===== src/rtl/channel_arbiter_pkg.sv =====
// Shared types for the round-robin channel arbiter: FSM sections and
// the largest supported producer count.
package channel_arbiter_types;

  typedef enum logic [1:0] {
    section_idle,
    section_read,
    section_write
  } Sections;

  localparam int MAX_REQ = 8;

endpackage


===== src/rtl/channel_arbiter_rr_picker.sv =====
// Combinational round-robin picker: first set request bit searching
// upward from last_grant+1, wrapping modulo NUM_REQ.
module rr_picker #(
  parameter int NUM_REQ = 4,
  parameter int ID_W    = $clog2(NUM_REQ)
) (
  input  logic [NUM_REQ-1:0] req,
  input  logic [ID_W-1:0]    last_grant,
  output logic               valid,
  output logic [ID_W-1:0]    grant
);

  logic [ID_W-1:0] cand;

  always_comb begin
    // NOTE: every output gets a default before the search so no path
    // through the loop leaves a value unassigned, which would infer a latch.
    valid = 1'b0;
    grant = '0;
    cand  = '0;
    for (int i = 1; i <= NUM_REQ; i++) begin
      cand = ID_W'((int'(last_grant) + i) % NUM_REQ);
      if (!valid && req[cand]) begin
        valid = 1'b1;
        grant = cand;
      end
    end
  end

endmodule


===== src/rtl/channel_arbiter.sv =====
// Round-robin arbiter forwarding one word at a time from NUM_REQ blocking
// producer ports to a single consumer, tagged with the producer index.
module channel_arbiter
  import channel_arbiter_types::*;
#(
  parameter int NUM_REQ = 4,
  parameter int ID_W    = $clog2(NUM_REQ)
) (
  input  logic                clk,
  input  logic                rst,
  input  logic signed [31:0]  req_in [NUM_REQ],
  input  logic [NUM_REQ-1:0]  req_in_sync,
  output logic [NUM_REQ-1:0]  req_in_notify,
  output logic signed [31:0]  arb_out,
  output logic [ID_W-1:0]     arb_out_id,
  input  logic                arb_out_sync,
  output logic                arb_out_notify
);

  Sections         section;
  logic [ID_W-1:0] grant;
  logic [ID_W-1:0] last_grant;
  logic            pick_valid;
  logic [ID_W-1:0] pick_grant;

  rr_picker #(
    .NUM_REQ (NUM_REQ),
    .ID_W    (ID_W)
  ) u_picker (
    .req        (req_in_sync),
    .last_grant (last_grant),
    .valid      (pick_valid),
    .grant      (pick_grant)
  );

  // last_grant resets to the top index so producer 0 wins first.
  always_ff @(posedge clk or negedge rst) begin
    if (!rst) begin
      section        <= section_idle;
      grant          <= '0;
      last_grant     <= ID_W'(NUM_REQ - 1);
      req_in_notify  <= '0;
      arb_out        <= '0;
      arb_out_id     <= '0;
      arb_out_notify <= 1'b0;
    end else begin
      // NOTE: non-blocking assignments keep every register updating from
      // the pre-edge values, so ordering inside this block does not matter.
      case (section)
        section_idle: begin
          if (pick_valid) begin
            grant         <= pick_grant;
            req_in_notify <= NUM_REQ'(1) << pick_grant;
            section       <= section_read;
          end
        end
        section_read: begin
          // A withdrawn producer keeps its grant; no re-arbitration here.
          if (req_in_sync[grant]) begin
            arb_out        <= req_in[grant];
            arb_out_id     <= grant;
            req_in_notify  <= '0;
            arb_out_notify <= 1'b1;
            section        <= section_write;
          end
        end
        section_write: begin
          if (arb_out_sync) begin
            arb_out_notify <= 1'b0;
            last_grant     <= grant;
            section        <= section_idle;
          end
        end
        default: section <= section_idle;
      endcase
    end
  end

endmodule


===== config.mk =====
export PLATFORM = sky130hd
export DESIGN_NAME = channel_arbiter
export DESIGN_NICKNAME = d
export VERILOG_FILES = /design/src/rtl/channel_arbiter_pkg.sv /design/src/rtl/channel_arbiter_rr_picker.sv /design/src/rtl/channel_arbiter.sv
export SDC_FILE = /design/constraint.sdc
export NUM_CORES = 1
export LEC_CHECK = 0
export BUFFER_PORTS_ARGS = -buffer_cell sky130_fd_sc_hd__buf_2
export CAP_MARGIN = 40
export CELL_PAD_IN_SITES_DETAIL_PLACEMENT = 1
export CELL_PAD_IN_SITES_GLOBAL_PLACEMENT = 2
export CORE_ASPECT_RATIO = 0.9
export CORE_UTILIZATION = 25
export CTS_CLUSTER_DIAMETER = 50
export CTS_CLUSTER_SIZE = 14
export DETAILED_ROUTE_END_ITERATION = 8
export HOLD_SLACK_MARGIN = 0.12
export PLACE_DENSITY = 0.9
export SLEW_MARGIN = 20
export SYNTH_ARGS = -nofsm -noshare
export SYNTH_HDL_FRONTEND = slang
export SYNTH_SLANG_ARGS = --single-unit

===== constraint.sdc =====
create_clock -name clk -period 2.3 [get_ports clk]
set_input_delay 0 -clock clk [delete_from_list [all_inputs] [get_ports clk]]
set_output_delay 0 -clock clk [all_outputs]
set_load 0.03 [all_outputs]

==> Yosys cells after proc, flatten, opt, wreduce, memory -nomap -nowiden <==
Cells that the tools add are included.
Widths: inputs -> output; s select.
{ "totals": {"register_bits": 45, "output_inout_bits": 39, "wordCells": 70} }
{ "op_classes": {"addsub": 4, "order_cmp": 6, "eq_ne": 5, "shift": 1, "muxes": 31, "bitwise_logic": 1, "n_reduce_logical": 15} }
{ "ops": {"columns": ["operator", "n"], "rows": [
  ["$bmux 32 s2", 1],
  ["$mux 32", 2],
  ["$lt 2x3->1 const B", 5],
  ["$mux 2", 7],
  ["$mux 1", 11],
  ["$bmux 1 s2", 5],
  ["$reduce_and 3->1", 3],
  ["$mux 4", 2],
  ["$pmux 4 s2", 1],
  ["$ne 2x2->1 const B", 3],
  ["$pmux 2 s3", 1],
  ["$reduce_and 2->1", 3],
  ["$add 2x1->2 const B", 2],
  ["$add 2x2->2 const B", 2],
  ["$reduce_bool 2->1", 2],
  ["$shl 1x2->4 const A", 1],
  ["$ge 3x3->1 const B", 1],
  ["$logic_and 1x1->1", 3],
  ["$logic_not 1->1", 3],
  ["$not 2->3", 1],
  ["$eq 2x1->1 const B", 1],
  ["$eq 2x2->1 const B", 1],
  ["$logic_not 2->1", 1],
  ["$pmux 1 s2", 1]
]} }

==> Logic depth before layout (Yosys ltp) <==
Gate-level depths: netlist of run 1.
{ "depth": {"word_depth": 16, "ltp_mapped": 5, "mapped_depth_nobuf": 4} }

==> Hierarchy <==
A second synthesis of run 1 with hierarchy kept.
{ "unflattened": {"cells_unflattened": 168, "hier_area_um2": 2630.0} }
{ "by_module_without_submodules": {"columns": ["module", "instances", "cells_each", "area_each_um2", "seq_area_each_um2"], "rows": [
  ["channel_arbiter", 1, 154, 2538.7, 1128.6],
  ["rr_picker", 1, 14, 91.3, 0.0]
]} }

==> Least setup slack after synthesis of run 1 <==
OpenSTA, ideal clock, no wires.
{ "synth_timing": {"path_kind": "register to register", "start": "register grant[1]", "end": "register arb_out[0]", "setup_ns": 0.125, "arrival_time_ns": 1.558, "t_required_ns": 2.175, "slack_ns": 0.617, "path_stages_with_launch": 6, "synth_period_minus_slack_ns": 1.683, "path_cell_list": "dfrtp_1 -> buf_6 -> mux4_2 -> nand3_2 -> buf_6 -> mux2_2"} }
{ "synth_via": {"elab_chain_cells": 4} }
{ "synth_lines": {"columns": ["item", "line", "source"], "rows": [
  ["start, declared", "channel_arbiter.sv:21", "logic [ID_W-1:0] grant;"],
  ["start signal, assigned", "channel_arbiter.sv:52", "grant <= pick_grant;"],
  ["$not 2->3 (implied by the code)", "channel_arbiter.sv:60", "arb_out <= req_in[grant];"],
  ["$bmux 32 s2", "channel_arbiter.sv:60", null],
  ["$mux 32 (implied by the code) (2 in a row)", "channel_arbiter.sv:60", null],
  ["end signal, assigned", "channel_arbiter.sv:60", null],
  ["end, declared", "channel_arbiter.sv:14", "output logic signed [31:0] arb_out,"]
]} }
Parallel ways exist; a longest one is shown, timed or not. The select of a mux whose other input is x is not followed.
A chain may end at the register's enable or synchronous reset.

==> Worst setup path in the final report of run 1 <==
Ends and elaborated chain as after synthesis.

==> qor.log, run 1 <==
INFO  outcome        status=complete, no violations
INFO  logic_synthesis synth_top_area_share=41.7%
INFO  grt            groute.layer.met2.usage=26.5%
INFO  logic_synthesis yosys-top-cells-area=sky130_fd_sc_hd__dfrtp_1 42%, sky130_fd_sc_hd__mux4_2 29%, sky130_fd_sc_hd__mux2_2 15%, sky130_fd_sc_hd__buf_6 2.2%, sky130_fd_sc_hd__dfstp_2 2.0%
INFO  cts            cts_max_path_buffers=2
INFO  die            dieArea=10700squm
INFO  detailed_routing drt-wirelength-per-cell=16.1um
INFO  cts            tritoncts=yes
INFO  cts            numCtsBuffers=5
INFO  finish         stdcell_count=462
INFO  critical_path  crit_arrival=1.91ns
INFO  cts            cts_resized=0
INFO  logic_synthesis most_used_flip_flop_cell_after_synthesis=sky130_fd_sc_hd__dfrtp_1
INFO  sta            worstMarginPinSlew=0.553ns
INFO  grt            antenna_found_initial=0
INFO  logic_synthesis syn_inst=159
INFO  grt            grtUsageMet1=14.9%
INFO  sta            maxSlewViolCount=0
INFO  logic_synthesis synth.cells.most_frequent=43 x sky130_fd_sc_hd__dfrtp_1, 34 x sky130_fd_sc_hd__mux2_2, 33 x sky130_fd_sc_hd__mux4_2
INFO  cts            cts_max_level=2
INFO  die            placeable_core_region=9870squm
INFO  critical_path  start_kind=flip-flop
INFO  finish         drive_above_1_share=77.1%
INFO  detailed_routing number_of_remaining_drc_errors=0
INFO  power          p_leak=1.78nW
INFO  detailed_routing wirelength=7450um
INFO  place          placedCellCount=452
INFO  critical_path  timing.setup.critical_path_class=reg2reg
INFO  cts            holdBufCountCts=2
INFO  place          portBuffers=173
INFO  sta            final.min_clock_period=1.75ns
INFO  finish         multiInputGateArea=1360squm
INFO  grt            grt_first_pass_wirelength=11400um
INFO  logic_synthesis yosys.area.top_type=sky130_fd_sc_hd__dfrtp_1
INFO  sta            setup_repair_after_global_routing_missed_its_margin=no
INFO  worst_hold_path hold_class=in2reg
INFO  die            die_width=109um
INFO  place          place.detailed.hpwl=5940um
INFO  power          power.net_switching=2.14mW
INFO  logic_synthesis ys_seq_elements=45
INFO  detailed_routing drt.antenna.violating_nets=0
INFO  cts            clk-insertion-delay-late=0.28ns
INFO  logic_synthesis postSynthAreaPerCell=16.2squm
INFO  power          internal-power=3.15mW
INFO  finish         ff_latch_area=1130squm
INFO  grt            overflow=0
INFO  power          vdd_drop_max=0.545mV
INFO  place          dpl_cell_area=3570squm
INFO  cts            clock-root-buffer=sky130_fd_sc_hd__clkbuf_16
INFO  detailed_routing routed_via_density=4.77
INFO  finish         final_design_area_no_fill=3770squm
INFO  logic_synthesis syn-cell-area=2580squm
INFO  power          p_seq_share=27.3%
INFO  critical_path  critPathCaptureType=flip-flop
INFO  logic_synthesis synthArstFlopShare=100%
INFO  die            die_height=98.4um
INFO  logic_synthesis synth-edff-count=0
INFO  power          share_comb_of_total_power=57.2%
INFO  die            placement_rows=34
INFO  grt            gr-max-usage-layer=met2
INFO  grt            grt_max_degree=41
INFO  critical_path  cp_data_required_time=2.46ns
INFO  grt            grt_pass1_vias=2425
INFO  sta            tns=0ns
INFO  finish         finish.net_count=470
INFO  die            initial_core_utilization=26.2%
INFO  logic_synthesis yosysMostFrequentCell=sky130_fd_sc_hd__dfrtp_1
INFO  logic_synthesis yosys.cell_types.count=27
INFO  critical_path  worst-path-max-fanout=40
INFO  flow_run       drv.max_cap_violation_count=0
INFO  logic_synthesis yosysSeqAreaShare=43.7%
INFO  logic_synthesis synthesis.yosys.warnings=0
INFO  power          power_density=1400nW/um^2
INFO  finish         antennaDiodeCount=0
INFO  place          place.gp.congestion=0.759
INFO  sta            final_hold_viol_count=0
INFO  finish         num-fill-cells=1092
INFO  sta            timing.slew.headroom=63.2%
INFO  logic_synthesis syn_nets=294
INFO  sta            final.period_utilization=76.3%
INFO  power          p_clk_share=15.5%
INFO  finish         areaGrowthSynthToFinish=45.9%
INFO  detailed_routing firstDrtPassIters=2
INFO  grt            grt.met3_usage=3.64%
INFO  sta            achievable-frequency=570MHz
INFO  cts            cts.repair_timing.setup_buffer_count=0
INFO  cts            numClockSinks=45
INFO  sta            finalSetupViolations=0
INFO  die            design.portCount=174
INFO  power          power.switching_fraction=40.5%
INFO  cts            worst_setup_hold_path_clk_slew=0.06ns
INFO  detailed_routing vias=2202
INFO  grt            track_usage=13.8%
INFO  sta            finalClockSkew=0.00478ns
INFO  detailed_routing drt-initial-drc-count=75
==> cells by family after synthesis <==
group / share of synthesized area [%]
compound gates: 4.65
buf+inv: 3.78
flops: 43.7
mux: 44.5
simple gates: 3.39
==> layout make-up <==
type / count / share of cell area [%]
Multi-Input combinational cell: 100 / 36.0
Sequential cell: 45 / 30.0
Timing Repair Buffer: 181 / 25.0
Tap cell: 126 / 4.18
Clock buffer: 7 / 3.79
Clock inverter: 1 / 0.797
Inverter: 2 / 0.199
==> per-stage QoR <==
stage                     power [mW]  hold slack [ns]  setup slack, ns  utilization, %
after floorplan                 3.71           -0.296            0.617               -
after global placement          4.43           0.0103            0.605            36.2
after detailed placement        4.54           0.0296            0.530            36.2
after CTS                       5.40            0.147            0.519            38.2
after global routing            5.64            0.159            0.457            38.2
final                           5.29            0.154            0.546            38.2
==> worst max-delay path, stage by stage, from the launching register on <==
cell and delay, ns:
sky130_fd_sc_hd__dfrtp_1 0.38, sky130_fd_sc_hd__mux4_2 0.53, sky130_fd_sc_hd__nand3_2 0.11, sky130_fd_sc_hd__buf_12 0.23, sky130_fd_sc_hd__mux2_2 0.36
==> flip-flops by register name (all words and copies together) (netlist names) <==
name,flops
arb_out_id,2
req_in_notify,4
section,2
last_grant,2
arb_out,32
grant,2
arb_out_notify,1
==> per-layer routing <==
metal  vias to the layer above  share of wire [%]
met2                       127                 53
met3                         4                 10
met5                         -                  0
li1                        989                  -
met1                      1082                 36
met4                         0               0.56
==> path summary, 6_finish.rpt <==
kind                                 start     endpoint  slack [ns]  cells past startpoint
worst max-delay path              grant[1]   arb_out[0]        0.55                      4
worst min-delay path            req_in[36]   arb_out[4]        0.15                      3
worst max register to register    grant[1]   arb_out[0]        0.55                      4
worst min register to register  arb_out[4]   arb_out[4]        0.49                      1
max in group asynchronous              rst  arb_out[10]        1.33                      3
min in group asynchronous              rst   arb_out[9]        0.27                      2
==> cells in the final DEF, fill, tap and decap left out <==
cell / Yosys / layout
sky130_fd_sc_hd__nor2b_1: 1 / 1
sky130_fd_sc_hd__nand2_1: 3 / 3
sky130_fd_sc_hd__a32o_1: 4 / 4
sky130_fd_sc_hd__mux2_2: 34 / 34
sky130_fd_sc_hd__nor3b_1: 1 / 1
sky130_fd_sc_hd__bufinv_16: 0 / 1
sky130_fd_sc_hd__clkbuf_1: 3 / 1
sky130_fd_sc_hd__clkbuf_16: 0 / 5
sky130_fd_sc_hd__dfrtp_1: 43 / 42
sky130_fd_sc_hd__a311oi_1: 1 / 1
sky130_fd_sc_hd__or2_2: 1 / 1
sky130_fd_sc_hd__o21ai_0: 4 / 4
sky130_fd_sc_hd__a221oi_1: 1 / 1
sky130_fd_sc_hd__mux4_2: 33 / 33
sky130_fd_sc_hd__nand3_2: 1 / 1
sky130_fd_sc_hd__inv_1: 2 / 2
sky130_fd_sc_hd__mux2_1: 2 / 2
sky130_fd_sc_hd__buf_12: 0 / 1
sky130_fd_sc_hd__a21o_1: 1 / 1
sky130_fd_sc_hd__nor2_1: 4 / 4
sky130_fd_sc_hd__buf_4: 1 / 5
sky130_fd_sc_hd__nand2b_1: 4 / 4
sky130_fd_sc_hd__or2_1: 1 / 1
sky130_fd_sc_hd__dfrtp_2: 0 / 1
sky130_fd_sc_hd__a21oi_1: 1 / 1
sky130_fd_sc_hd__dfstp_2: 2 / 2
sky130_fd_sc_hd__o31ai_2: 1 / 1
sky130_fd_sc_hd__clkbuf_8: 0 / 1
sky130_fd_sc_hd__a221o_1: 1 / 1
sky130_fd_sc_hd__o31ai_1: 1 / 1
sky130_fd_sc_hd__dlygate4sd3_1: 0 / 2
sky130_fd_sc_hd__buf_2: 3 / 173
==> power by group through the flow <==
stage / logic, mW / clock network, mW / registers, mW
3_5_place_dp: 3.09 / 0 / 1.46
2_1_floorplan: 1.64 / 0 / 2.07
5_1_grt: 3.26 / 0.885 / 1.50
6_report: 3.03 / 0.820 / 1.44
4_1_cts: 3.10 / 0.858 / 1.45
3_3_place_gp: 3.00 / 0 / 1.43
Power figures use the tool's default switching activity.
==> inputs of run 2 (changes only) <==
- clock period: 2.3 -> 1.8 ns (I/O delays scaled with it)
==> run 2 against run 1 <==
Combinational power up 32%. Largest cell class unchanged. Via count down 0.64%. Sequential share of layout area decreased by 0.33 points.
==> qor.log, run 2 (same netlist as run 1, synthesis figures left out) <==
INFO  detailed_routing drt.antenna.violating_nets=0 [unchanged]
INFO  grt            antenna_found_initial=0 [unchanged]
INFO  sta            achievable-frequency=586MHz [+2.9%]
INFO  grt            grt_max_degree=36 [-12%]
INFO  sta            maxSlewViolCount=0 [unchanged]
INFO  sta            worstMarginPinSlew=0.541ns [-0.0117 ns]
INFO  die            design.portCount=174 [unchanged]
INFO  sta            hold_slack=0.164ns [+0.00992 ns]
INFO  sta            setup_repair_after_global_routing_missed_its_margin=no
INFO  sta            tns=0ns [unchanged]
INFO  power          p_clk_share=12.8% [-2.7 points]
INFO  cts            cts.repair_timing.setup_buffer_count=0 [unchanged]
INFO  sta            timing.slew.headroom=63.9% [+0.78 points]
INFO  cts            numClockSinks=45 [unchanged]
INFO  grt            overflow=0 [unchanged]
INFO  place          place.detailed.hpwl=6150um [+3.5%]
INFO  die            die_width=109um [unchanged]
INFO  power          share_comb_of_total_power=59.6% [+2.4 points]
INFO  cts            tritoncts=yes
INFO  die            initial_core_utilization=26.2% [unchanged]
INFO  die            die_height=98.4um [unchanged]
INFO  cts            cts_max_level=2 [unchanged]
INFO  finish         layout_top_registers=arb_out: 32 flops, req_in_notify: 4 flops
INFO  sta            final.min_clock_period=1.71ns [-0.0489 ns]
INFO  detailed_routing routed_via_density=4.71 [-1.3%]
INFO  power          power.net_switching=2.73mW [+28%]
INFO  critical_path  timing.setup.critical_path_class=reg2reg
INFO  die            dieArea=10700squm [unchanged]
INFO  finish         drive_above_1_share=76.1% [-0.98 points]
INFO  flow_run       drv.max_cap_violation_count=0 [unchanged]
INFO  worst_hold_path start_point_of_the_worst_hold_path=req_in[100]
INFO  place          place.gp.congestion=0.748 [-1.4%]
INFO  critical_path  crit_arrival=1.86ns [-0.05 ns]
INFO  sta            final.period_utilization=94.7% [+18 points]
INFO  critical_path  critPathCaptureType=flip-flop
INFO  finish         mostFrequentLayoutCell=sky130_fd_sc_hd__buf_2
INFO  cts            numCtsBuffers=5 [unchanged]
INFO  sta            finalClockSkew=0.00443ns [-0.000356 ns]
INFO  critical_path  regToRegStartpoint=grant[1]
INFO  cts            clk-insertion-delay-late=0.28ns [about the same]
INFO  finish         finish.net_count=473 [+0.64%]
INFO  worst_hold_path worstHoldEndpoint=arb_out[4]
INFO  cts            cts_resized=0 [unchanged]
INFO  finish         largest_reg_flops=32 [unchanged]
INFO  power          power_density=1760nW/um^2 [+25%]
INFO  detailed_routing firstDrtPassIters=4 [+2]
INFO  finish         antennaDiodeCount=0 [unchanged]
INFO  critical_path  start_kind=flip-flop
INFO  power          p_seq_share=27.7% [+0.4 points]
INFO  detailed_routing drt-wirelength-per-cell=16.2um [+0.69%]
INFO  worst_hold_path hold_class=in2reg
INFO  detailed_routing number_of_remaining_drc_errors=0 [unchanged]
INFO  outcome        status=complete, no violations
INFO  detailed_routing drt-initial-drc-count=30 [-60%]
INFO  cts            cts_max_path_buffers=2 [unchanged]
INFO  die            placeable_core_region=9870squm [unchanged]
INFO  critical_path  ff2ff_setup_slack=0.09ns [-0.45 ns]
INFO  detailed_routing vias=2188 [-0.64%]
INFO  sta            final_hold_viol_count=0 [unchanged]
INFO  cts            worst_setup_hold_path_clk_slew=0.06ns [about the same]
INFO  place          portBuffers=173 [unchanged]
INFO  power          power.switching_fraction=40.8% [+0.32 points]
INFO  detailed_routing wirelength=7550um [+1.3%]
INFO  grt            track_usage=14.0% [+0.25 points]
INFO  worst_hold_path whs_path_depth=3 [unchanged]
INFO  power          design_power_total=6.70mW [+27%]
INFO  critical_path  cp_data_required_time=1.96ns [-0.50 ns]
INFO  critical_path  rr_worst_depth=4 [unchanged]
INFO  critical_path  regToRegEndpoint=arb_out[17]
INFO  cts            clock-root-buffer=sky130_fd_sc_hd__clkbuf_16
INFO  power          p_leak=1.79nW [+0.68%]
INFO  finish         areaGrowthSynthToFinish=47.5%
INFO  power          internal-power=3.97mW [+26%]
INFO  grt            grt_first_pass_wirelength=11600um [+0.96%]
INFO  critical_path  worst-path-max-fanout=21 [-48%]
INFO  finish         max_flop_register=arb_out
INFO  finish         final_cell_mix=173 x sky130_fd_sc_hd__buf_2, 42 x sky130_fd_sc_hd__dfrtp_1, 34 x sky130_fd_sc_hd__mux2_2, 33 x sky130_fd_sc_hd__mux4_2
INFO  die            placement_rows=34 [unchanged]
INFO  grt            grt_pass1_vias=2467 [+1.7%]
INFO  sta            finalSetupViolations=0 [unchanged]
INFO  power          vdd_drop_max=0.694mV [+27%]
==> run 2: changes by cell type in the layout (fill, tap and decap cells not counted), sizes merged <==
cell	change
bufinv	-1
buf	+1
clkbuf	+1
dlygate4sd3	+2
==> run 2: final cells by class <==
cell class / instances / area, sq um
Clock buffer: 8 / 136
Fill cell: 1092 / 6060
Multi-Input combinational cell: 100 / 1360
Timing Repair Buffer: 184 / 1020
Tap cell: 126 / 158
Sequential cell: 45 / 1130
Inverter: 2 / 7.51
==> run 2: per-layer routing <==
| layer | vias up | GRT usage [%] | share of wire (%) |
|---|---|---|---|
| li1 | 998 | - | - |
| met1 | 1057 | 14.6 | 36 |
| met2 | 129 | 26.9 | 53 |
| met3 | 4 | 4.63 | 11 |
| met4 | 0 | 2.70 | 0.48 |
| met5 | - | 0 | 0 |
==> run 2: per-stage QoR <==
stage | cells | area, sq um | utilization [%] | worst slack (ns)
4_1_cts | 465 | 3810 | 38.6 | 0.0722
2_1_floorplan | 159 | 2580 | - | 0.117
5_1_grt | 465 | 3810 | 38.6 | 0.0410
3_5_place_dp | 453 | 3630 | 36.8 | 0.0830
3_3_place_gp | 453 | 3630 | 36.8 | 0.150
6_report | 465 | 3810 | 38.6 | 0.0948
==> run 2: worst max-delay path by stage <==
stage	startpoint	to	slack (ns)	depth (start not counted)
floorplan	grant[1]	arb_out[0]	0.12	5
detailed placement	grant[1]	arb_out[16]	0.08	4
CTS	grant[1]	arb_out[16]	0.07	4
global route	grant[1]	arb_out[17]	0.04	4
global placement	grant[1]	arb_out[19]	0.15	4
finish	grant[1]	arb_out[17]	0.09	4
==> run 2: power groups by stage <==
stage	combinational, mW	clock (mW)	sequential (mW)
final	3.99	0.855	1.85
after global routing	4.28	0.944	1.93
after CTS	4.08	0.902	1.87
after detailed placement	4.06	0	1.88
after global placement	3.94	0	1.85
after floorplan	2.10	0	2.65
==> run 2: worst max-delay path, stage by stage, from the launching register on <==
cell and delay, ns:
sky130_fd_sc_hd__dfrtp_1 0.37, sky130_fd_sc_hd__mux4_2 0.53, sky130_fd_sc_hd__nand3_2 0.15, sky130_fd_sc_hd__buf_12 0.18
sky130_fd_sc_hd__mux2_2 0.35
==> run 2: timing repair <==
action                     CTS  global route
setup endpoints to repair    0             0
hold endpoints to repair    46             0
hold buffers                 4             0
